<file path="config.mk">
export PLATFORM = sky130hd
export DESIGN_NAME = lcd_drive_ahb_regs_flat
export DESIGN_NICKNAME = d
export VERILOG_FILES = /design/src/rtl/lcd_drive_pkg.sv /design/src/rtl/lcd_drive_ahb_regs_if.sv /design/src/rtl/lcd_drive_ahb_regs_ahb_slave_if.sv /design/src/rtl/lcd_drive_ahb_regs.sv /design/src/flat_wrapper.sv
export SDC_FILE = /design/constraint.sdc
export NUM_CORES = 1
export LEC_CHECK = 0
export ABC_AREA = 0
export CORE_MARGIN = 10
export CORE_UTILIZATION = 40
export CTS_CLUSTER_SIZE = 40
export DETAILED_ROUTE_END_ITERATION = 8
export PLACE_DENSITY = 0.84
export SLEW_MARGIN = 15
export SYNTH_ARGS = -nofsm -noshare
export SYNTH_HDL_FRONTEND = slang
export SYNTH_SLANG_ARGS = --single-unit
</file>
<file path="constraint.sdc">
create_clock -name HCLK -period 7.2 [get_ports HCLK]
set_clock_uncertainty 0.05 [all_clocks]
set_input_delay 0.72 -clock HCLK [delete_from_list [all_inputs] [get_ports HCLK]]
set_output_delay 0.72 -clock HCLK [all_outputs]
set_load 0.02 [all_outputs]
</file>
<file path="src/rtl/lcd_drive_pkg.sv">
// lcd_drive_pkg
//   Shared constants for the LCD drive AHB register block: field widths,
//   register byte offsets, AHB encodings, STATUS bit positions and the
//   legal-transfer check used by the AHB slave front end.
package lcd_drive_pkg;

  localparam int LCD_W_ADDR       = 32;
  localparam int LCD_W_DATA       = 32;
  localparam int LCD_W_SIZE       = 12;
  localparam int LCD_W_DELAY      = 12;
  localparam int LCD_W_FRAME_SIZE = 2 * LCD_W_SIZE + 1;
  localparam int LCD_IMG_PIX_W    = 8;

  localparam logic [11:0] LCD_DRIVE_WIDTH_OFS             = 12'h000;
  localparam logic [11:0] LCD_DRIVE_HEIGHT_OFS            = 12'h004;
  localparam logic [11:0] LCD_DRIVE_START_UP_DELAY_OFS    = 12'h008;
  localparam logic [11:0] LCD_DRIVE_VSYNC_CYCLE_OFS       = 12'h00C;
  localparam logic [11:0] LCD_DRIVE_VSYNC_DELAY_OFS       = 12'h010;
  localparam logic [11:0] LCD_DRIVE_HSYNC_DELAY_OFS       = 12'h014;
  localparam logic [11:0] LCD_DRIVE_FRAME_TRANS_DELAY_OFS = 12'h018;
  localparam logic [11:0] LCD_DRIVE_DATA_COUNT_OFS        = 12'h01C;
  localparam logic [11:0] LCD_DRIVE_BR_MODE_OFS           = 12'h020;
  localparam logic [11:0] LCD_DRIVE_BR_VALUE_OFS          = 12'h024;
  localparam logic [11:0] LCD_DRIVE_START_OFS             = 12'h028;
  localparam logic [11:0] LCD_DRIVE_STATUS_OFS            = 12'h02C;

  localparam logic [1:0] HTRANS_IDLE   = 2'b00;
  localparam logic [1:0] HTRANS_BUSY   = 2'b01;
  localparam logic [1:0] HTRANS_NONSEQ = 2'b10;
  localparam logic [1:0] HTRANS_SEQ    = 2'b11;

  localparam logic HRESP_OKAY  = 1'b0;
  localparam logic HRESP_ERROR = 1'b1;

  localparam logic [2:0] HSIZE_WORD = 3'b010;

  localparam int STATUS_BUSY_BIT       = 0;
  localparam int STATUS_FRAME_DONE_BIT = 1;
  localparam int STATUS_OVERRUN_BIT    = 2;

  // Only aligned word accesses inside the register window are accepted.
  function automatic logic legal_xfer(input logic [2:0] hsize, input logic [11:0] addr);
    return (hsize == HSIZE_WORD) && (addr[1:0] == 2'b00) && (addr <= LCD_DRIVE_STATUS_OFS);
  endfunction

endpackage

</file>
<file path="src/rtl/lcd_drive_ahb_regs_if.sv">
// lcd_drive_ahb_regs_if
//   AHB-Lite signal bundle between the fabric (master modport) and the LCD
//   drive register block (slave modport).
//   HSEL/HADDR/HTRANS/HWRITE/HSIZE/HWDATA/HREADY : master -> slave
//   HREADYOUT/HRESP/HRDATA                        : slave -> master
interface lcd_drive_ahb_regs_if #(
  parameter int W_ADDR = 32,
  parameter int W_DATA = 32
);
  logic              HSEL;
  logic [W_ADDR-1:0] HADDR;
  logic [1:0]        HTRANS;
  logic              HWRITE;
  logic [2:0]        HSIZE;
  logic [W_DATA-1:0] HWDATA;
  logic              HREADY;
  logic              HREADYOUT;
  logic              HRESP;
  logic [W_DATA-1:0] HRDATA;

  modport master (
    output HSEL, HADDR, HTRANS, HWRITE, HSIZE, HWDATA, HREADY,
    input  HREADYOUT, HRESP, HRDATA
  );

  modport slave (
    input  HSEL, HADDR, HTRANS, HWRITE, HSIZE, HWDATA, HREADY,
    output HREADYOUT, HRESP
  `ifdef LCD_DRIVE_NEVER_DEFINED
  `endif
    , output HRDATA
  );
endinterface

</file>
<file path="src/rtl/lcd_drive_ahb_regs_ahb_slave_if.sv">
// ahb_slave_if
//   AHB-Lite front end: captures the address phase and runs the OKAY/ERROR
//   response FSM. Hands the register bank a one-cycle wr_en or rd_en during
//   a legal data phase, with the latched offset and the live HWDATA.
//   Ports: HCLK, HRESETn (async active-low), ahb (slave modport; drives
//   HREADYOUT and HRESP), wr_en, rd_en, offset[11:0], wdata.
//
//   state | meaning
//   IDLE  | no data phase pending
//   DATA  | legal data phase, zero wait
//   ERR1  | error cycle 1: HREADYOUT=0, HRESP=1
//   ERR2  | error cycle 2: HREADYOUT=1, HRESP=1
module ahb_slave_if
  import lcd_drive_pkg::*;
#(
  parameter int W_ADDR = LCD_W_ADDR,
  parameter int W_DATA = LCD_W_DATA
)(
  input  logic              HCLK,
  input  logic              HRESETn,
  lcd_drive_ahb_regs_if.slave ahb,
  output logic              wr_en,
  output logic              rd_en,
  output logic [11:0]       offset,
  output logic [W_DATA-1:0] wdata
);

  localparam logic [1:0] ST_IDLE = 2'd0;
  localparam logic [1:0] ST_DATA = 2'd1;
  localparam logic [1:0] ST_ERR1 = 2'd2;
  localparam logic [1:0] ST_ERR2 = 2'd3;

  logic [1:0]  state_q, state_d;
  logic [11:0] ofs_q;
  logic        write_q;
  logic        addr_phase;
  logic        legal;

  assign addr_phase = ahb.HSEL & ahb.HREADY & ahb.HTRANS[1];
  assign legal      = legal_xfer(ahb.HSIZE, ahb.HADDR[11:0]);

  // ERR1 always proceeds to ERR2; any address phase seen there is ignored
  // because the bus is stalled by our own HREADYOUT=0.
  always_comb begin
    state_d = ST_IDLE;
    if (state_q == ST_ERR1) begin
      state_d = ST_ERR2;
    end else if (addr_phase) begin
      state_d = legal ? ST_DATA : ST_ERR1;
    end
  end

  always_ff @(posedge HCLK or negedge HRESETn) begin
    if (!HRESETn) begin
      state_q <= ST_IDLE;
      ofs_q   <= '0;
      write_q <= 1'b0;
    end else begin
      state_q <= state_d;
      if (state_q != ST_ERR1 && addr_phase && legal) begin
        ofs_q   <= ahb.HADDR[11:0];
        write_q <= ahb.HWRITE;
      end
    end
  end

  assign ahb.HREADYOUT = (state_q != ST_ERR1);
  assign ahb.HRESP     = (state_q == ST_ERR1 || state_q == ST_ERR2) ? HRESP_ERROR : HRESP_OKAY;

  assign wr_en  = (state_q == ST_DATA) &  write_q;
  assign rd_en  = (state_q == ST_DATA) & ~write_q;
  assign offset = ofs_q;
  assign wdata  = ahb.HWDATA;

  logic unused_addr;
  assign unused_addr = ^ahb.HADDR[W_ADDR-1:12];

endmodule

</file>
<file path="src/rtl/lcd_drive_ahb_regs.sv">
// lcd_drive_ahb_regs
//   LCD drive configuration/control register block on AHB-Lite.
//   Ports: HCLK, HRESETn (async active-low), ahb (slave modport),
//   drv_busy / drv_frame_done (engine status in), cfg_* (static
//   configuration out), drv_start (one-cycle start pulse out).
//   Build option LCD_REGS_SHADOW_EN: cfg_* come from shadow copies taken on
//   each drv_start pulse, so configuration is frozen during a frame.
module lcd_drive_ahb_regs
  import lcd_drive_pkg::*;
#(
  parameter int W_ADDR       = LCD_W_ADDR,
  parameter int W_DATA       = LCD_W_DATA,
  parameter int W_SIZE       = LCD_W_SIZE,
  parameter int W_DELAY      = LCD_W_DELAY,
  parameter int W_FRAME_SIZE = LCD_W_FRAME_SIZE,
  parameter int IMG_PIX_W    = LCD_IMG_PIX_W
)(
  input  logic                    HCLK,
  input  logic                    HRESETn,
  lcd_drive_ahb_regs_if.slave     ahb,
  input  logic                    drv_busy,
  input  logic                    drv_frame_done,
  output logic [W_SIZE-1:0]       cfg_width,
  output logic [W_SIZE-1:0]       cfg_height,
  output logic [W_DELAY-1:0]      cfg_start_up_delay,
  output logic [W_DELAY-1:0]      cfg_vsync_cycle,
  output logic [W_DELAY-1:0]      cfg_vsync_delay,
  output logic [W_DELAY-1:0]      cfg_hsync_delay,
  output logic [W_DELAY-1:0]      cfg_frame_trans_delay,
  output logic [W_FRAME_SIZE-1:0] cfg_data_count,
  output logic                    cfg_br_mode,
  output logic [IMG_PIX_W-1:0]    cfg_br_value,
  output logic                    drv_start
);

  localparam int CFG_W = 2*W_SIZE + 5*W_DELAY + W_FRAME_SIZE + 1 + IMG_PIX_W;

  logic              wr_en, rd_en;
  logic [11:0]       offset;
  logic [W_DATA-1:0] wdata;

  ahb_slave_if #(.W_ADDR(W_ADDR), .W_DATA(W_DATA)) u_ahb_slave_if (
    .HCLK    (HCLK),
    .HRESETn (HRESETn),
    .ahb     (ahb),
    .wr_en   (wr_en),
    .rd_en   (rd_en),
    .offset  (offset),
    .wdata   (wdata)
  );

  logic [W_SIZE-1:0]       width_q, height_q;
  logic [W_DELAY-1:0]      start_up_delay_q, vsync_cycle_q, vsync_delay_q;
  logic [W_DELAY-1:0]      hsync_delay_q, frame_trans_delay_q;
  logic [W_FRAME_SIZE-1:0] data_count_q;
  logic                    br_mode_q;
  logic [IMG_PIX_W-1:0]    br_value_q;
  logic                    frame_done_q, overrun_q;
  logic                    start_req, status_wr;

  assign start_req = wr_en && (offset == LCD_DRIVE_START_OFS) && wdata[0];
  assign status_wr = wr_en && (offset == LCD_DRIVE_STATUS_OFS);

  always_ff @(posedge HCLK or negedge HRESETn) begin
    if (!HRESETn) begin
      width_q             <= '0;
      height_q            <= '0;
      start_up_delay_q    <= '0;
      vsync_cycle_q       <= '0;
      vsync_delay_q       <= '0;
      hsync_delay_q       <= '0;
      frame_trans_delay_q <= '0;
      data_count_q        <= '0;
      br_mode_q           <= 1'b0;
      br_value_q          <= '0;
      frame_done_q        <= 1'b0;
      overrun_q           <= 1'b0;
      drv_start           <= 1'b0;
    end else begin
      drv_start <= start_req & ~drv_busy;
      // Sticky bits: a set in the same cycle as the W1C takes priority.
      frame_done_q <= drv_frame_done |
                      (frame_done_q & ~(status_wr & wdata[STATUS_FRAME_DONE_BIT]));
      overrun_q    <= (start_req & drv_busy) |
                      (overrun_q & ~(status_wr & wdata[STATUS_OVERRUN_BIT]));
      if (wr_en) begin
        case (offset)
          LCD_DRIVE_WIDTH_OFS:             width_q             <= wdata[W_SIZE-1:0];
          LCD_DRIVE_HEIGHT_OFS:            height_q            <= wdata[W_SIZE-1:0];
          LCD_DRIVE_START_UP_DELAY_OFS:    start_up_delay_q    <= wdata[W_DELAY-1:0];
          LCD_DRIVE_VSYNC_CYCLE_OFS:       vsync_cycle_q       <= wdata[W_DELAY-1:0];
          LCD_DRIVE_VSYNC_DELAY_OFS:       vsync_delay_q       <= wdata[W_DELAY-1:0];
          LCD_DRIVE_HSYNC_DELAY_OFS:       hsync_delay_q       <= wdata[W_DELAY-1:0];
          LCD_DRIVE_FRAME_TRANS_DELAY_OFS: frame_trans_delay_q <= wdata[W_DELAY-1:0];
          LCD_DRIVE_DATA_COUNT_OFS:        data_count_q        <= wdata[W_FRAME_SIZE-1:0];
          LCD_DRIVE_BR_MODE_OFS:           br_mode_q           <= wdata[0];
          LCD_DRIVE_BR_VALUE_OFS:          br_value_q          <= wdata[IMG_PIX_W-1:0];
          default: ;
        endcase
      end
    end
  end

  logic [W_DATA-1:0] rd_word;

  always_comb begin
    rd_word = '0;
    case (offset)
      LCD_DRIVE_WIDTH_OFS:             rd_word = W_DATA'(width_q);
      LCD_DRIVE_HEIGHT_OFS:            rd_word = W_DATA'(height_q);
      LCD_DRIVE_START_UP_DELAY_OFS:    rd_word = W_DATA'(start_up_delay_q);
      LCD_DRIVE_VSYNC_CYCLE_OFS:       rd_word = W_DATA'(vsync_cycle_q);
      LCD_DRIVE_VSYNC_DELAY_OFS:       rd_word = W_DATA'(vsync_delay_q);
      LCD_DRIVE_HSYNC_DELAY_OFS:       rd_word = W_DATA'(hsync_delay_q);
      LCD_DRIVE_FRAME_TRANS_DELAY_OFS: rd_word = W_DATA'(frame_trans_delay_q);
      LCD_DRIVE_DATA_COUNT_OFS:        rd_word = W_DATA'(data_count_q);
      LCD_DRIVE_BR_MODE_OFS:           rd_word = W_DATA'(br_mode_q);
      LCD_DRIVE_BR_VALUE_OFS:          rd_word = W_DATA'(br_value_q);
      LCD_DRIVE_STATUS_OFS: begin
        rd_word[STATUS_BUSY_BIT]       = drv_busy;
        rd_word[STATUS_FRAME_DONE_BIT] = frame_done_q;
        rd_word[STATUS_OVERRUN_BIT]    = overrun_q;
      end
      default: rd_word = '0;
    endcase
  end

  assign ahb.HRDATA = rd_en ? rd_word : '0;

  logic [CFG_W-1:0] cfg_prog, cfg_live;

  assign cfg_prog = {width_q, height_q, start_up_delay_q, vsync_cycle_q, vsync_delay_q,
                     hsync_delay_q, frame_trans_delay_q, data_count_q, br_mode_q, br_value_q};

`ifdef LCD_REGS_SHADOW_EN
  logic [CFG_W-1:0] cfg_shadow_q;

  always_ff @(posedge HCLK or negedge HRESETn) begin
    if (!HRESETn) begin
      cfg_shadow_q <= '0;
    end else if (drv_start) begin
      cfg_shadow_q <= cfg_prog;
    end
  end

  assign cfg_live = cfg_shadow_q;
`else
  assign cfg_live = cfg_prog;
`endif

  assign {cfg_width, cfg_height, cfg_start_up_delay, cfg_vsync_cycle, cfg_vsync_delay,
          cfg_hsync_delay, cfg_frame_trans_delay, cfg_data_count, cfg_br_mode,
          cfg_br_value} = cfg_live;

  logic unused_wdata;
  assign unused_wdata = ^wdata[W_DATA-1:W_FRAME_SIZE];

endmodule

</file>
<file path="src/flat_wrapper.sv">
// flat-port wrapper written by rule: the top's interface ports become plain ports
module lcd_drive_ahb_regs_flat import lcd_drive_pkg::*;
#(
  parameter int W_ADDR       = LCD_W_ADDR,
  parameter int W_DATA       = LCD_W_DATA,
  parameter int W_SIZE       = LCD_W_SIZE,
  parameter int W_DELAY      = LCD_W_DELAY,
  parameter int W_FRAME_SIZE = LCD_W_FRAME_SIZE,
  parameter int IMG_PIX_W    = LCD_IMG_PIX_W
)
  (HCLK, HRESETn, drv_busy, drv_frame_done, cfg_width, cfg_height, cfg_start_up_delay, cfg_vsync_cycle, cfg_vsync_delay, cfg_hsync_delay, cfg_frame_trans_delay, cfg_data_count, cfg_br_mode, cfg_br_value, drv_start, ahb_HSEL, ahb_HADDR, ahb_HTRANS, ahb_HWRITE, ahb_HSIZE, ahb_HWDATA, ahb_HREADY, ahb_HREADYOUT, ahb_HRESP, ahb_HRDATA);
  lcd_drive_ahb_regs_if #(.W_ADDR(W_ADDR), .W_DATA(W_DATA)) ahb_i ();
  input  logic HCLK;
  input  logic HRESETn;
  input  logic drv_busy;
  input  logic drv_frame_done;
  output logic [W_SIZE-1:0] cfg_width;
  output logic [W_SIZE-1:0] cfg_height;
  output logic [W_DELAY-1:0] cfg_start_up_delay;
  output logic [W_DELAY-1:0] cfg_vsync_cycle;
  output logic [W_DELAY-1:0] cfg_vsync_delay;
  output logic [W_DELAY-1:0] cfg_hsync_delay;
  output logic [W_DELAY-1:0] cfg_frame_trans_delay;
  output logic [W_FRAME_SIZE-1:0] cfg_data_count;
  output logic cfg_br_mode;
  output logic [IMG_PIX_W-1:0] cfg_br_value;
  output logic drv_start;
  input wire logic [$bits(ahb_i.HSEL)-1:0] ahb_HSEL;
  input wire logic [$bits(ahb_i.HADDR)-1:0] ahb_HADDR;
  input wire logic [$bits(ahb_i.HTRANS)-1:0] ahb_HTRANS;
  input wire logic [$bits(ahb_i.HWRITE)-1:0] ahb_HWRITE;
  input wire logic [$bits(ahb_i.HSIZE)-1:0] ahb_HSIZE;
  input wire logic [$bits(ahb_i.HWDATA)-1:0] ahb_HWDATA;
  input wire logic [$bits(ahb_i.HREADY)-1:0] ahb_HREADY;
  output wire logic [$bits(ahb_i.HREADYOUT)-1:0] ahb_HREADYOUT;
  output wire logic [$bits(ahb_i.HRESP)-1:0] ahb_HRESP;
  output wire logic [$bits(ahb_i.HRDATA)-1:0] ahb_HRDATA;
  assign ahb_i.HSEL = ahb_HSEL;
  assign ahb_i.HADDR = ahb_HADDR;
  assign ahb_i.HTRANS = ahb_HTRANS;
  assign ahb_i.HWRITE = ahb_HWRITE;
  assign ahb_i.HSIZE = ahb_HSIZE;
  assign ahb_i.HWDATA = ahb_HWDATA;
  assign ahb_i.HREADY = ahb_HREADY;
  assign ahb_HREADYOUT = ahb_i.HREADYOUT;
  assign ahb_HRESP = ahb_i.HRESP;
  assign ahb_HRDATA = ahb_i.HRDATA;
  lcd_drive_ahb_regs #(.W_ADDR(W_ADDR), .W_DATA(W_DATA), .W_SIZE(W_SIZE), .W_DELAY(W_DELAY), .W_FRAME_SIZE(W_FRAME_SIZE), .IMG_PIX_W(IMG_PIX_W)) u_core (.HCLK(HCLK), .HRESETn(HRESETn), .ahb(ahb_i), .drv_busy(drv_busy), .drv_frame_done(drv_frame_done), .cfg_width(cfg_width), .cfg_height(cfg_height), .cfg_start_up_delay(cfg_start_up_delay), .cfg_vsync_cycle(cfg_vsync_cycle), .cfg_vsync_delay(cfg_vsync_delay), .cfg_hsync_delay(cfg_hsync_delay), .cfg_frame_trans_delay(cfg_frame_trans_delay), .cfg_data_count(cfg_data_count), .cfg_br_mode(cfg_br_mode), .cfg_br_value(cfg_br_value), .drv_start(drv_start));
endmodule
</file>
==> results.json <==
{
  "min_period_over_period_pct": 61.5,
  "pwr_density_cell_mw_per_mm2": 221,
  "wl_per_cell_microns": 23.6,
  "drv_slew": 0,
  "area_delta_synth_final_pct": 41.4,
  "status": "complete, no violations",
  "dieArea_sq_mm": 0.0216,
  "synth_fa_ha_area_share_pct": 0,
  "slowest_stage": "nor4b_2",
  "cts_setup_buffers": 0,
  "routed_wirelength_microns": 21100,
  "startpoint_type": "flip-flop",
  "clock-root-buffer": "clkbuf_16",
  "die_w_microns": 147,
  "grt_pass1_wl_microns": 32700,
  "max_cap_violations": 0,
  "initial_core_util_pct": 40.7,
  "relSlewSlack_pct": 25.5,
  "crit_family": "buffers and inverters",
  "core_area_sq_mm": 0.0158,
  "gp_congestion": 0.924,
  "antenna_found_initial": 0,
  "crit_fanout": 35,
  "vias_per_cell": 5.50,
  "cts_sinks": 136,
  "async_reset_ff_share_pct": 100,
  "rsz0062_at_grt": "no",
  "hpwl_microns": 15200,
  "arrival_ns": 3.66,
  "syn-cell-area_sq_mm": 0.00644,
  "clockBufferDepth": 2,
  "cts_tree": "yes",
  "ir_drop_mv": 0.164,
  "route.vias.total": 4937,
  "cp_slowest_stage_delay_ns": 0.82,
  "p_total_mw": 2.01,
  "synth_top_family_by_area": "multiplexers",
  "crit_required_ns": 6.43,
  "yosys_register_bits": 136,
  "crit_type": "reg -> out",
  "drt_first_pass_iters": 5,
  "globalRouteTotalUtil_pct": 19.5,
  "synthFlopType": "dfrtp_1",
  "layout_common_cells": "clkdlybuf4s50_1 (192), dfrtp_1 (136), mux2_2 (135), clkbuf_16 (17), nand2_1 (16)",
  "final_common_cell": "clkdlybuf4s50_1",
  "tightestPinTransition_ns": 1.11,
  "clk_latency_ns": 0.42,
  "fmax_mhz": 226,
  "synth_cell_types": 47,
  "grt_max_degree": 85,
  "diodes": 0,
  "drive_gt1_share_pct": 28.3,
  "cts_buffers": 17,
  "multiInputGateArea_sq_mm": 0.00285,
  "power.leakage_nw": 3.77,
  "hold_class": "in -> async",
  "synth_edf_count": 0,
  "htreeDepth": 4,
  "num-fill-cells": 1268,
  "synth-xor-area-share_pct": 0,
  "cts_resized": 0,
  "row_count": 46,
  "drtIter0Drc": 340,
  "finalSetupViolCount": 0,
  "seq_area_sq_mm": 0.00340,
  "cp.buffers_inverters": 2,
  "gr-total-overflow": 0,
  "period_minus_slack_ns": 4.43,
  "synth-simple-area-share_pct": 10.2,
  "drc_errors": 0,
  "grt_pass1_vias": 5331,
  "nets": 744,
  "ys_seq_area_share_pct": 52.8,
  "tns_ns": 0,
  "io_buffers": 193,
  "cts_hold_buf": 0,
  "clk_pin_slew_ns": 0.07,
  "synthesis.yosys.warnings": 0,
  "ant_nets": 0,
  "avgSynthCellArea_sq_um": 13.4,
  "finalHoldViolCount": 0,
  "syn_inst": 481,
  "synth.area.mux_share_pct": 28.9,
  "endpoint_kind": "output port",
  "die_h_microns": 147,
  "synth_compound_area_share_pct": 4.55,
  "cp_cell_sequence": "buf_4 > nor4b_2 > and3_1 > o21ai_1 > a31oi_1 > clkdlybuf4s50_1",
  "io_pins": 229
}
[layout make-up]
type,count,share of cell area [%]
timing repair buffer,199,21.7
inverter,2,0.0824
multi-input combinational,312,31.3
clock inverter,14,1.77
sequential,136,37.4
tap,216,2.97
clock buffer,18,4.82
[per-stage QoR]
stage	setup WS (ns)	utilization, %	hold WS, ns	std cells	instance area [sq um]
final	2.77	57.5	0.291	897	9110
after global routing	2.62	57.5	0.350	897	9110
after CTS	2.77	57.5	0.328	897	9110
after detailed placement	3.23	53.7	0.421	865	8510
after global placement	3.25	53.7	0.412	865	8510
after floorplan	4.25	-	0.374	487	6460
[state kept, by name, summed over array words and instances, names as in the netlist]
register	cells
u_core.cfg_start_up_delay	12
u_core.overrun_q	1
u_core.cfg_hsync_delay	12
u_core.cfg_width	12
u_core.cfg_data_count	25
u_core.frame_done_q	1
u_core.u_ahb_slave_if.state_q	2
u_core.u_ahb_slave_if.offset	12
u_core.cfg_frame_trans_delay	12
u_core.cfg_br_mode	1
u_core.cfg_height	12
u_core.cfg_br_value	8
u_core.u_ahb_slave_if.write_q	1
u_core.cfg_vsync_cycle	12
u_core.cfg_vsync_delay	12
u_core.drv_start	1
[layer usage]
layer / routed length, microns / part of all wire, % / up-vias / track usage (%)
li1: - / - / 2149 / -
met2: 9940 / 47 / 251 / 30.5
met3: 2450 / 12 / 35 / 9.89
met4: 490 / 2.3 / 0 / 6.05
met1: 8260 / 39 / 2502 / 22.8
met5: 0 / 0 / - / 0
[Yosys cell counts (all sizes together), types with 4 or more instances]
cell	n	area share (%)
clkbuf	9	0.52
o21ai	6	0.47
a32oi	4	0.54
nand3	13	1.0
buf	28	2.8
nor2b	12	1.2
nor2	11	0.64
nor4	5	0.72
a31oi	5	0.49
a22o	8	1.1
and2	15	1.5
dfrtp	136	53
mux2	137	24
a21oi	4	0.31
nor3	12	1.1
nand4	4	0.39
mux4	12	4.2
and3	4	0.39
mux2i	5	0.78
nand2	16	0.93
a22oi	5	0.58
[kinds of logic (layout without fill, tap and decap cells)]
family          Yosys count  after routing
compound gates           40             40
mux                     154            154
buf+inv                  39            233
other cells               1              7
simple gates            111            111
flops                   136            136
[worst paths after layout]
check / slack [ns] / cells after the start / start / to
worst max-delay path: 2.77 / 6 / u_core.u_ahb_slave_if.offset[2] / ahb_HRDATA[9]
worst min-delay path: 0.29 / 1 / HRESETn / u_core.cfg_data_count[13]
worst max register to register: 4.10 / 4 / u_core.u_ahb_slave_if.offset[1] / u_core.cfg_width[5]
worst min register to register: 0.44 / 1 / u_core.frame_done_q / u_core.frame_done_q
max in group asynchronous: 5.63 / 2 / HRESETn / u_core.cfg_width[6]
min in group HCLK: 0.44 / 1 / u_core.frame_done_q / u_core.frame_done_q
[where the power goes]
| part | switching (mW) | internal, mW |
|---|---|---|
| combinational | 0.162 | 0.145 |
| clock | 0.356 | 0.528 |
| sequential | 0.0267 | 0.797 |
| total | 0.544 | 1.47 |
No activity file was read; power rests on OpenSTA's default activity.
